==> config.mk <==
export PLATFORM = sky130hd
export DESIGN_NAME = uart_cmd_parser_flat
export DESIGN_NICKNAME = d
export VERILOG_FILES = /design/src/rtl/uart_cmd_parser_if.sv /design/src/rtl/uart_cmd_parser.sv /design/src/flat_wrapper.sv
export SDC_FILE = /design/constraint.sdc
export NUM_CORES = 1
export LEC_CHECK = 0
export BUFFER_PORTS_ARGS = -buffer_cell sky130_fd_sc_hd__buf_2
export CAP_MARGIN = 30
export CORE_MARGIN = 4
export CORE_UTILIZATION = 58
export DETAILED_ROUTE_END_ITERATION = 8
export PLACE_DENSITY = 0.84
export SETUP_SLACK_MARGIN = 0.05
export SYNTH_ARGS = -nofsm -noshare
export SYNTH_HDL_FRONTEND = slang
export SYNTH_SLANG_ARGS = --single-unit
==> constraint.sdc <==
create_clock -name clk -period 3.8 [get_ports clk]
set_input_delay 0.19 -clock clk [delete_from_list [all_inputs] [get_ports clk]]
set_output_delay 0.19 -clock clk [all_outputs]
set_load 0.05 [all_outputs]
==> src/rtl/uart_cmd_parser_if.sv <==
`default_nettype none
// ============================================================================
//  Module      : uart_cmd_parser_if
//  Description : Bundles the UART byte stream coming into the command parser
//                and the decoded command handshake going out of it.
//                master : parser side (consumes bytes, presents commands)
//                slave  : environment side (UART receiver + SD control)
//  Signals     : rx_done_tick, rx_data       byte strobe and data
//                cmd_valid, cmd_ready        command handshake
//                cmd_op, cmd_addr            decoded command
//                cmd_err, cmd_overrun        one-cycle status pulses
//  Revision    : 1.0  initial release
// ============================================================================
interface uart_cmd_parser_if #(
    parameter int ADDR_DIGITS = 8
);
    logic                       rx_done_tick;
    logic [7:0]                 rx_data;
    logic                       cmd_valid;
    logic                       cmd_ready;
    logic [1:0]                 cmd_op;
    logic [4*ADDR_DIGITS-1:0]   cmd_addr;
    logic                       cmd_err;
    logic                       cmd_overrun;

    modport master (
        input  rx_done_tick,
        input  rx_data,
        input  cmd_ready,
        output cmd_valid,
        output cmd_op,
        output cmd_addr,
        output cmd_err,
        output cmd_overrun
    );

    modport slave (
        output rx_done_tick,
        output rx_data,
        output cmd_ready,
        input  cmd_valid,
        input  cmd_op,
        input  cmd_addr,
        input  cmd_err,
        input  cmd_overrun
    );
endinterface
`default_nettype wire

==> src/rtl/uart_cmd_parser.sv <==
`default_nettype none
// ============================================================================
//  Module      : uart_cmd_parser
//  Description : Assembles ASCII command lines ("R/W" + ADDR_DIGITS hex digits
//                + CR/LF, or "S" + CR/LF) from a UART byte stream and presents
//                each decoded command on a valid/ready handshake. Malformed
//                lines pulse cmd_err and are discarded up to the next CR/LF.
//  Ports       : clk  - system clock
//                rst  - asynchronous active-high reset
//                bus  - uart_cmd_parser_if.master (byte in, command out)
//  Parameters  : ADDR_DIGITS - hex digits per address (1..8)
//  Options     : UART_CMD_LOWERCASE_EN - when defined, lowercase opcodes and
//                hex digits are accepted as their uppercase equivalents
//  Revision    : 1.0  initial release
// ============================================================================
module uart_cmd_parser #(
    parameter int ADDR_DIGITS = 8
) (
    input  wire logic           clk,
    input  wire logic           rst,
    uart_cmd_parser_if.master   bus
);
    localparam int ADDR_W = 4 * ADDR_DIGITS;
    localparam int CNT_W  = $clog2(ADDR_DIGITS + 1);

    typedef enum logic [2:0] {
        ST_IDLE    = 3'd0,
        ST_ADDR    = 3'd1,
        ST_EOL     = 3'd2,
        ST_HOLD    = 3'd3,
        ST_DISCARD = 3'd4
    } state_t;

    state_t                 state_q;
    logic [1:0]             op_q;
    logic [ADDR_W-1:0]      addr_q;
    logic [ADDR_W-1:0]      addr_d;
    logic [CNT_W-1:0]       cnt_q;
    logic [CNT_W-1:0]       cnt_d;
    logic                   valid_q;
    logic                   err_q;
    logic                   overrun_q;

    // Byte classification
    logic                   w_is_eol;
    logic                   w_is_hex;
    logic [3:0]             w_nibble;
    logic [1:0]             w_op;       // 00 means "not an opcode"

    always_comb begin
        w_is_eol = (bus.rx_data == 8'h0D) || (bus.rx_data == 8'h0A);
        w_is_hex = 1'b0;
        w_nibble = bus.rx_data[3:0];
        if (bus.rx_data >= 8'h30 && bus.rx_data <= 8'h39) begin
            w_is_hex = 1'b1;
        end else if (bus.rx_data >= 8'h41 && bus.rx_data <= 8'h46) begin
            // 'A'..'F' have low nibble 1..6, so +9 gives 10..15
            w_is_hex = 1'b1;
            w_nibble = bus.rx_data[3:0] + 4'd9;
        end
`ifdef UART_CMD_LOWERCASE_EN
        else if (bus.rx_data >= 8'h61 && bus.rx_data <= 8'h66) begin
            w_is_hex = 1'b1;
            w_nibble = bus.rx_data[3:0] + 4'd9;
        end
`endif

        case (bus.rx_data)
            8'h52:   w_op = 2'b01;   // 'R'
            8'h57:   w_op = 2'b10;   // 'W'
            8'h53:   w_op = 2'b11;   // 'S'
`ifdef UART_CMD_LOWERCASE_EN
            8'h72:   w_op = 2'b01;   // 'r'
            8'h77:   w_op = 2'b10;   // 'w'
            8'h73:   w_op = 2'b11;   // 's'
`endif
            default: w_op = 2'b00;
        endcase
    end

    // A single-digit address has no upper bits to keep when shifting.
    generate
        if (ADDR_DIGITS > 1) begin : g_shift_multi
            assign addr_d = {addr_q[ADDR_W-5:0], w_nibble};
        end else begin : g_shift_single
            assign addr_d = w_nibble;
        end
    endgenerate

    // Counter is only advanced in ADDR, where it is below ADDR_DIGITS.
    assign cnt_d = cnt_q + 1'b1;

    always_ff @(posedge clk or posedge rst) begin
        if (rst) begin
            state_q   <= ST_IDLE;
            op_q      <= 2'b00;
            addr_q    <= '0;
            cnt_q     <= '0;
            valid_q   <= 1'b0;
            err_q     <= 1'b0;
            overrun_q <= 1'b0;
        end else begin
            err_q     <= 1'b0;
            overrun_q <= 1'b0;
            case (state_q)
                ST_IDLE: begin
                    if (bus.rx_done_tick && !w_is_eol) begin
                        if (w_op != 2'b00) begin
                            op_q    <= w_op;
                            addr_q  <= '0;
                            cnt_q   <= '0;
                            state_q <= (w_op == 2'b11) ? ST_EOL : ST_ADDR;
                        end else begin
                            err_q   <= 1'b1;
                            state_q <= ST_DISCARD;
                        end
                    end
                end
                ST_ADDR: begin
                    if (bus.rx_done_tick) begin
                        if (w_is_hex) begin
                            addr_q <= addr_d;
                            cnt_q  <= cnt_d;
                            if (cnt_d == CNT_W'(ADDR_DIGITS)) begin
                                state_q <= ST_EOL;
                            end
                        end else if (w_is_eol) begin
                            // Short address: the line is already over.
                            err_q   <= 1'b1;
                            state_q <= ST_IDLE;
                        end else begin
                            err_q   <= 1'b1;
                            state_q <= ST_DISCARD;
                        end
                    end
                end
                ST_EOL: begin
                    if (bus.rx_done_tick) begin
                        if (w_is_eol) begin
                            valid_q <= 1'b1;
                            state_q <= ST_HOLD;
                        end else begin
                            err_q   <= 1'b1;
                            state_q <= ST_DISCARD;
                        end
                    end
                end
                ST_HOLD: begin
                    // Any byte here is dropped, even alongside the handshake.
                    if (bus.rx_done_tick) begin
                        overrun_q <= 1'b1;
                    end
                    if (bus.cmd_ready) begin
                        valid_q <= 1'b0;
                        state_q <= ST_IDLE;
                    end
                end
                ST_DISCARD: begin
                    if (bus.rx_done_tick && w_is_eol) begin
                        state_q <= ST_IDLE;
                    end
                end
                default: begin
                    state_q <= ST_IDLE;
                    valid_q <= 1'b0;
                end
            endcase
        end
    end

    assign bus.cmd_valid   = valid_q;
    assign bus.cmd_op      = op_q;
    assign bus.cmd_addr    = addr_q;
    assign bus.cmd_err     = err_q;
    assign bus.cmd_overrun = overrun_q;

endmodule
`default_nettype wire

==> src/flat_wrapper.sv <==
// flat-port wrapper written by rule: the top's interface ports become plain ports
module uart_cmd_parser_flat 
#(
    parameter int ADDR_DIGITS = 8
)
  (clk, rst, bus_rx_done_tick, bus_rx_data, bus_cmd_ready, bus_cmd_valid, bus_cmd_op, bus_cmd_addr, bus_cmd_err, bus_cmd_overrun);
  uart_cmd_parser_if #(.ADDR_DIGITS(ADDR_DIGITS)) bus_i ();
  input  wire logic clk;
  input  wire logic rst;
  input wire logic [$bits(bus_i.rx_done_tick)-1:0] bus_rx_done_tick;
  input wire logic [$bits(bus_i.rx_data)-1:0] bus_rx_data;
  input wire logic [$bits(bus_i.cmd_ready)-1:0] bus_cmd_ready;
  output wire logic [$bits(bus_i.cmd_valid)-1:0] bus_cmd_valid;
  output wire logic [$bits(bus_i.cmd_op)-1:0] bus_cmd_op;
  output wire logic [$bits(bus_i.cmd_addr)-1:0] bus_cmd_addr;
  output wire logic [$bits(bus_i.cmd_err)-1:0] bus_cmd_err;
  output wire logic [$bits(bus_i.cmd_overrun)-1:0] bus_cmd_overrun;
  assign bus_i.rx_done_tick = bus_rx_done_tick;
  assign bus_i.rx_data = bus_rx_data;
  assign bus_i.cmd_ready = bus_cmd_ready;
  assign bus_cmd_valid = bus_i.cmd_valid;
  assign bus_cmd_op = bus_i.cmd_op;
  assign bus_cmd_addr = bus_i.cmd_addr;
  assign bus_cmd_err = bus_i.cmd_err;
  assign bus_cmd_overrun = bus_i.cmd_overrun;
  uart_cmd_parser #(.ADDR_DIGITS(ADDR_DIGITS)) u_core (.clk(clk), .rst(rst), .bus(bus_i));
endmodule
==> After elaboration in Yosys (flattened, before gate mapping) <==
Index checks and enable logic that the tools add are counted.
{ "classes": {"addsub": 2, "magnitude_cmp": 4, "n_eq_ne": 20, "muxes": 40, "n_bitwise": 1, "n_reduce_logical": 14} }
{ "op_table": {"columns": ["op", "n"], "rows": [
  ["2-to-1 mux 32 bit", 4],
  ["case mux 32 bit (2 select lines)", 1],
  ["2-to-1 mux 3 bit", 10],
  ["equality test 8 x 7 -> 1 bit, second input constant", 3],
  ["2-to-1 mux 4 bit", 6],
  ["equality test 8 x 4 -> 1 bit, second input constant", 2],
  ["case mux 3 bit (5 select lines)", 1],
  ["2-to-1 mux 1 bit", 13],
  ["inequality test 2 x 1 -> 1 bit, second input constant", 5],
  [">= comparator 8 x 6 -> 1 bit, second input constant", 1],
  [">= comparator 8 x 7 -> 1 bit, second input constant", 1],
  ["less-or-equal comparator 8 x 6 -> 1 bit, second input constant", 1],
  ["less-or-equal comparator 8 x 7 -> 1 bit, second input constant", 1],
  ["case mux 4 bit (2 select lines)", 1],
  ["equality test 3 x 2 -> 1 bit, second input constant", 2],
  ["inequality test 2 bit, second input constant", 3],
  ["case mux 1 bit (3 select lines)", 2],
  ["case mux 2 bit (3 select lines)", 1],
  ["AND reduction 6 bit", 1],
  ["AND reduction 5 bit", 1],
  ["adder 4 x 1 -> 4 bit, second input constant", 1],
  ["adder 4 bit, second input constant", 1],
  ["equality test 4 bit, second input constant", 1],
  ["logical AND 1 bit", 4],
  ["13 further kinds", 14]
]} }
{ "word_totals": {"regBits": 44, "input_bits": 12, "output_inout_bits": 37, "wordCells": 88} }

==> Longest topological paths before layout <==
{ "logic_depth": {"ltp_word": 7, "ltp_mapped": 10, "ltp_nobuf": 10} }

==> Worst setup path before layout <==
OpenSTA, ideal clock, no wires.
{ "synth_path": {"path_kind": "input-to-reg", "start": "in bus_rx_data[3]", "end": "reg u_core.addr_q[16], in the netlist u_core.bus.cmd_addr[16]", "setup_ns": 0.121, "arrival_ns": 1.946, "required_time_ns": 3.679, "slack_ns": 1.733, "path_stages": 9, "path_buffers": 1, "cell_sequence": "nand2b_1 > nor3_1 > nor3b_1 > inv_1 > ha_1 > nor3_1 > o21ai_2 > buf_2 > a22o_2"} }
{ "synth_via": {"elab_cells_between_ends": 22, "cone_classes": "order compare (4); eq/ne (8); mux (3); reduce/logical (7)"} }
{ "synth_lines": {"columns": ["element", "line", "source"], "rows": [
  ["start, declared", "flat_wrapper.sv:11", "input wire logic [$bits(bus_i.rx_data)-1:0] bus_rx_data;"],
  ["equality test 8 x 7 -> 1 bit", "uart_cmd_parser.sv:68", "case (bus.rx_data)"],
  ["case mux 2 bit (3 select lines) *", "uart_cmd_parser.sv:68", null],
  ["net u_core.w_op[0]", "uart_cmd_parser.sv:48", "logic [1:0] w_op; // 00 means \"not an opcode\""],
  ["nonzero test 2 bit *", "uart_cmd_parser.sv:108", "if (w_op != 2'b00) begin"],
  ["inequality test 2 x 1 -> 1 bit (no source line) *", null, null],
  ["AND reduction 5 bit (no source line) *", null, null],
  ["end signal, assigned", "uart_cmd_parser.sv:122", "addr_q <= addr_d;"],
  ["end, declared", "uart_cmd_parser.sv:36", "logic [ADDR_W-1:0] addr_q;"]
]} }
Mark *: on every way through the listed nets, which the timed path passes. The rest lies on a longest branch.
A chain may end at the register's enable or synchronous reset.

==> Final worst setup path <==
{ "layout_path": {"start": "in bus_rx_data[3]", "end": "reg u_core.cnt_q[0]"} }
{ "layout_via": {"elab_cells_between_ends": 22, "cone_classes": "order compare (4); eq/ne (8); mux (3); reduce/logical (7)"} }
{ "layout_lines": {"columns": ["element", "line", "source"], "rows": [
  ["equality test 8 x 7 -> 1 bit", "uart_cmd_parser.sv:68", null],
  ["case mux 2 bit (3 select lines) *", "uart_cmd_parser.sv:68", null],
  ["net u_core.w_op[0]", "uart_cmd_parser.sv:48", null],
  ["nonzero test 2 bit *", "uart_cmd_parser.sv:108", null],
  ["inequality test 2 x 1 -> 1 bit (no source line) *", null, null],
  ["AND reduction 5 bit (no source line) *", null, null],
  ["end signal, assigned", "uart_cmd_parser.sv:123", "cnt_q <= cnt_d;"],
  ["end, declared", "uart_cmd_parser.sv:38", "logic [CNT_W-1:0] cnt_q;"]
]} }
Marked as above.

==> metrics.csv <==
metric,value,unit
num-fill-cells,293,
clock_latency,0.30,ns
endpoint,u_core.cnt_q[0]$_DFFE_PP0P_,
p_per_area,371,mW/mm^2
crit_family,simple AND/OR/NAND/NOR gates,
cap_violations,0,
arrival,2.37,ns
vias,1735,
die_y,70.2,microns
relSlewSlack,60.0,%
synthArstFlopShare,100,%
skew,0.00819,ns
combPwrFrac,10.3,%
setup_violations,0,
fin_tns_setup,0,ns
swShare,25.3,%
gp_congestion,0.902,
startpoint,bus_rx_data[3],
p_int,0.722,mW
fin_crit,2.18,ns
dp_hpwl,3170,microns
synth_top_family_by_area,compound AO/OA/AOI/OAI gates,
first_global_vias,1620,
synthXorXnorAreaFrac,0.780,%
grt_overflow,0,
wl_per_cell,15.7,microns
synth_top_area_share,49.0,%
synth_seq_cells,44,
cts_htree_levels,2,
post-place-ws,1.32,ns
drv_slew,0,
clkTransAtPathRegs,0.08,ns
post_cts_buffers,0,
routed_wl,4540,microns
grt_pass1_wl,7660,microns
synth_edf_count,0,
dieArea,0.00493,sq mm
cts_sinks,44,
pin_count,49,
crit_top_cell,nor3_1,
antenna_left,0,
p_seq_share,50.9,%
r2r_setup_slack,2.00,ns
groute.usage.overall,19.2,%
syn_nets,215,
drive_gt1_share,34.3,%
numCtsBuffers,5,
synth.distinct_cells,46,
yosysSeqAreaShare,49.0,%
crit_path_top_delay_cell,nor3b_1,
grt_max_degree,45,
slowest_delay,0.38,ns
crit_path_end_kind,flip-flop,
stdcell_area,0.00260,sq mm
r2r.worst_path.cells,6,
hp-class,input port to async pin,
core_area,0.00372,sq mm
dieWidth,70.2,microns
cts_tree,done,
leakage,1.32,nW
synthTopCellsByArea,"dfrtp_1, a22o_1, a22o_2, ha_1, buf_6",
cts-root-buf,clkbuf_8,
synth-simple-area-share,12.4,%
yosysMostFrequentCell,dfrtp_1,
fin_cells,290,
min_period_over_period,57.3,%
portBuffers,48,
dpl_cell_area,0.00248,sq mm
ys_warn_count,0,
clock.fmax,0.460,GHz
ctsResizeCount,0,
hold_viol_final,0,
cts_hold_buf,0,
path_depth,10,
synth_cells,196,
n_antenna_cell,0,
drt_iter0_markers,132,
holdWs,0.00934,ns
startpoint_type,input port,
synth_top_area_cell,dfrtp_1,
muxShareOfSynthArea,3.29,%
r2r_start,u_core.state_q[2]$_DFFE_PP0P_,
rows,22,
p_sw,0.245,mW
cts.path.max_buffers,2,
synth.avg_cell_area,11.5,sq um
synth_ff_type,dfrtp_1,
vias_per_cell,5.98,
final_nets,260,
synthAdderAreaFrac,3.90,%
crit_chain,"buf_2, nand2b_1, nor3_1, nor3b_1, inv_1, ha_1, nor3_1, o21ai_2, buf_4, mux2_2",
syn_to_final_growth,15.8,%
ir_drop,0.000235,V
required,3.99,ns
tightest_slew,0.599,ns
layout_setup_ws,1.62,ns
initial_core_util,60.5,%
worstSetupPathType,input port to flip-flop,
p_clk_share,38.8,%
r2r_end,u_core.cnt_q[0]$_DFFE_PP0P_,
run_status,completed,
cp_max_fo,36,
cp_num_buf_inv,3,
grt_antenna_before_repair,0,
drc,0,
synth-compound-area-share,25.3,%
dr.pass1.iters,4,
rsz0062_at_grt,false,
post-place-cells,282,
syn-cell-area,0.00225,sq mm
synth_common_cells,"dfrtp_1, a22o_1, a22o_2",
[per-layer routing]
layer	GRT usage, %	vias to the layer above	part of all wire, %
met5	0	-	0
met2	29.3	45	46
met1	25.8	847	47
li1	-	831	-
met3	6.19	12	4.8
met4	6.60	0	2.0
[worst min path at each step]
| stage | to | from | depth (start not counted) | slack (ns) |
|---|---|---|---|---|
| 6_report | u_core.state_q[0]$_DFFE_PP0P_ | rst | 3 | 0.009 |
| 5_1_grt | u_core.state_q[0]$_DFFE_PP0P_ | rst | 3 | 0.07 |
| 4_1_cts | u_core.state_q[0]$_DFFE_PP0P_ | rst | 3 | 0.02 |
| 3_5_place_dp | u_core.bus.cmd_overrun$_DFF_PP0_ | rst | 3 | 0.35 |
| 3_3_place_gp | u_core.bus.cmd_overrun$_DFF_PP0_ | rst | 3 | 0.35 |
| 2_1_floorplan | u_core.bus.cmd_valid$_DFFE_PP0P_ | bus_cmd_ready | 1 | 0.30 |
[power groups by stage]
stage                     combinational, mW  clock, mW  sequential [mW]
after global routing                  0.113      0.405            0.495
after global placement               0.0967          0            0.500
after detailed placement             0.0996          0            0.500
after CTS                            0.0994      0.382            0.491
after floorplan                      0.0783          0            0.496
final                                0.0997      0.375            0.492
[registers in the layout, indices dropped and copies added (netlist names)]
name	count
u_core.bus.cmd_addr	32
u_core.bus.cmd_err	1
u_core.bus.cmd_op	2
u_core.bus.cmd_overrun	1
u_core.bus.cmd_valid	1
u_core.cnt_q	4
u_core.state_q	3
[area by class of cell]
class	instances	area (sq um)	area share, %
flip-flops and latches	44	1100	42.3
multi-input cells	131	1030	39.5
repair buffers	51	263	10.1
clock buffers	6	82.6	3.17
well taps	48	60.1	2.31
clock inverters	2	38.8	1.49
inverters	8	30.0	1.15
[kinds of logic after synthesis]
family                     after synthesis
adders and majority gates                7
AOI/OAI and AO/OA                       65
buffers and inverters                   21
DFF                                     44
muxes                                    7
and+or+nand+nor                         50
xor gates and xnor gates                 2
[per-stage QoR]
step,power (mW),util (%)
final,0.967,70.0
after CTS,0.973,70.0
after floorplan,0.574,-
after global routing,1.01,70.0
after global placement,0.597,66.8
after detailed placement,0.600,66.8
[cell usage in the layout, fill, tap and decap left out, drive strengths merged, types with 4 or more instances in the layout]
cell | netlist | layout
ha | 7 | 7
o21ai | 8 | 8
inv | 8 | 7
nor2 | 11 | 11
buf | 9 | 51
a31oi | 4 | 4
nor3 | 8 | 8
a22o | 33 | 33
dfrtp | 44 | 44
clkbuf | 4 | 6
nand2 | 11 | 11
mux2i | 4 | 4
[worst min-delay path: cells and delay by family]
family | cells | cell delay, ns
buffers and inverters | 3 | 0.58
No activity file was read; power rests on OpenSTA's default activity.
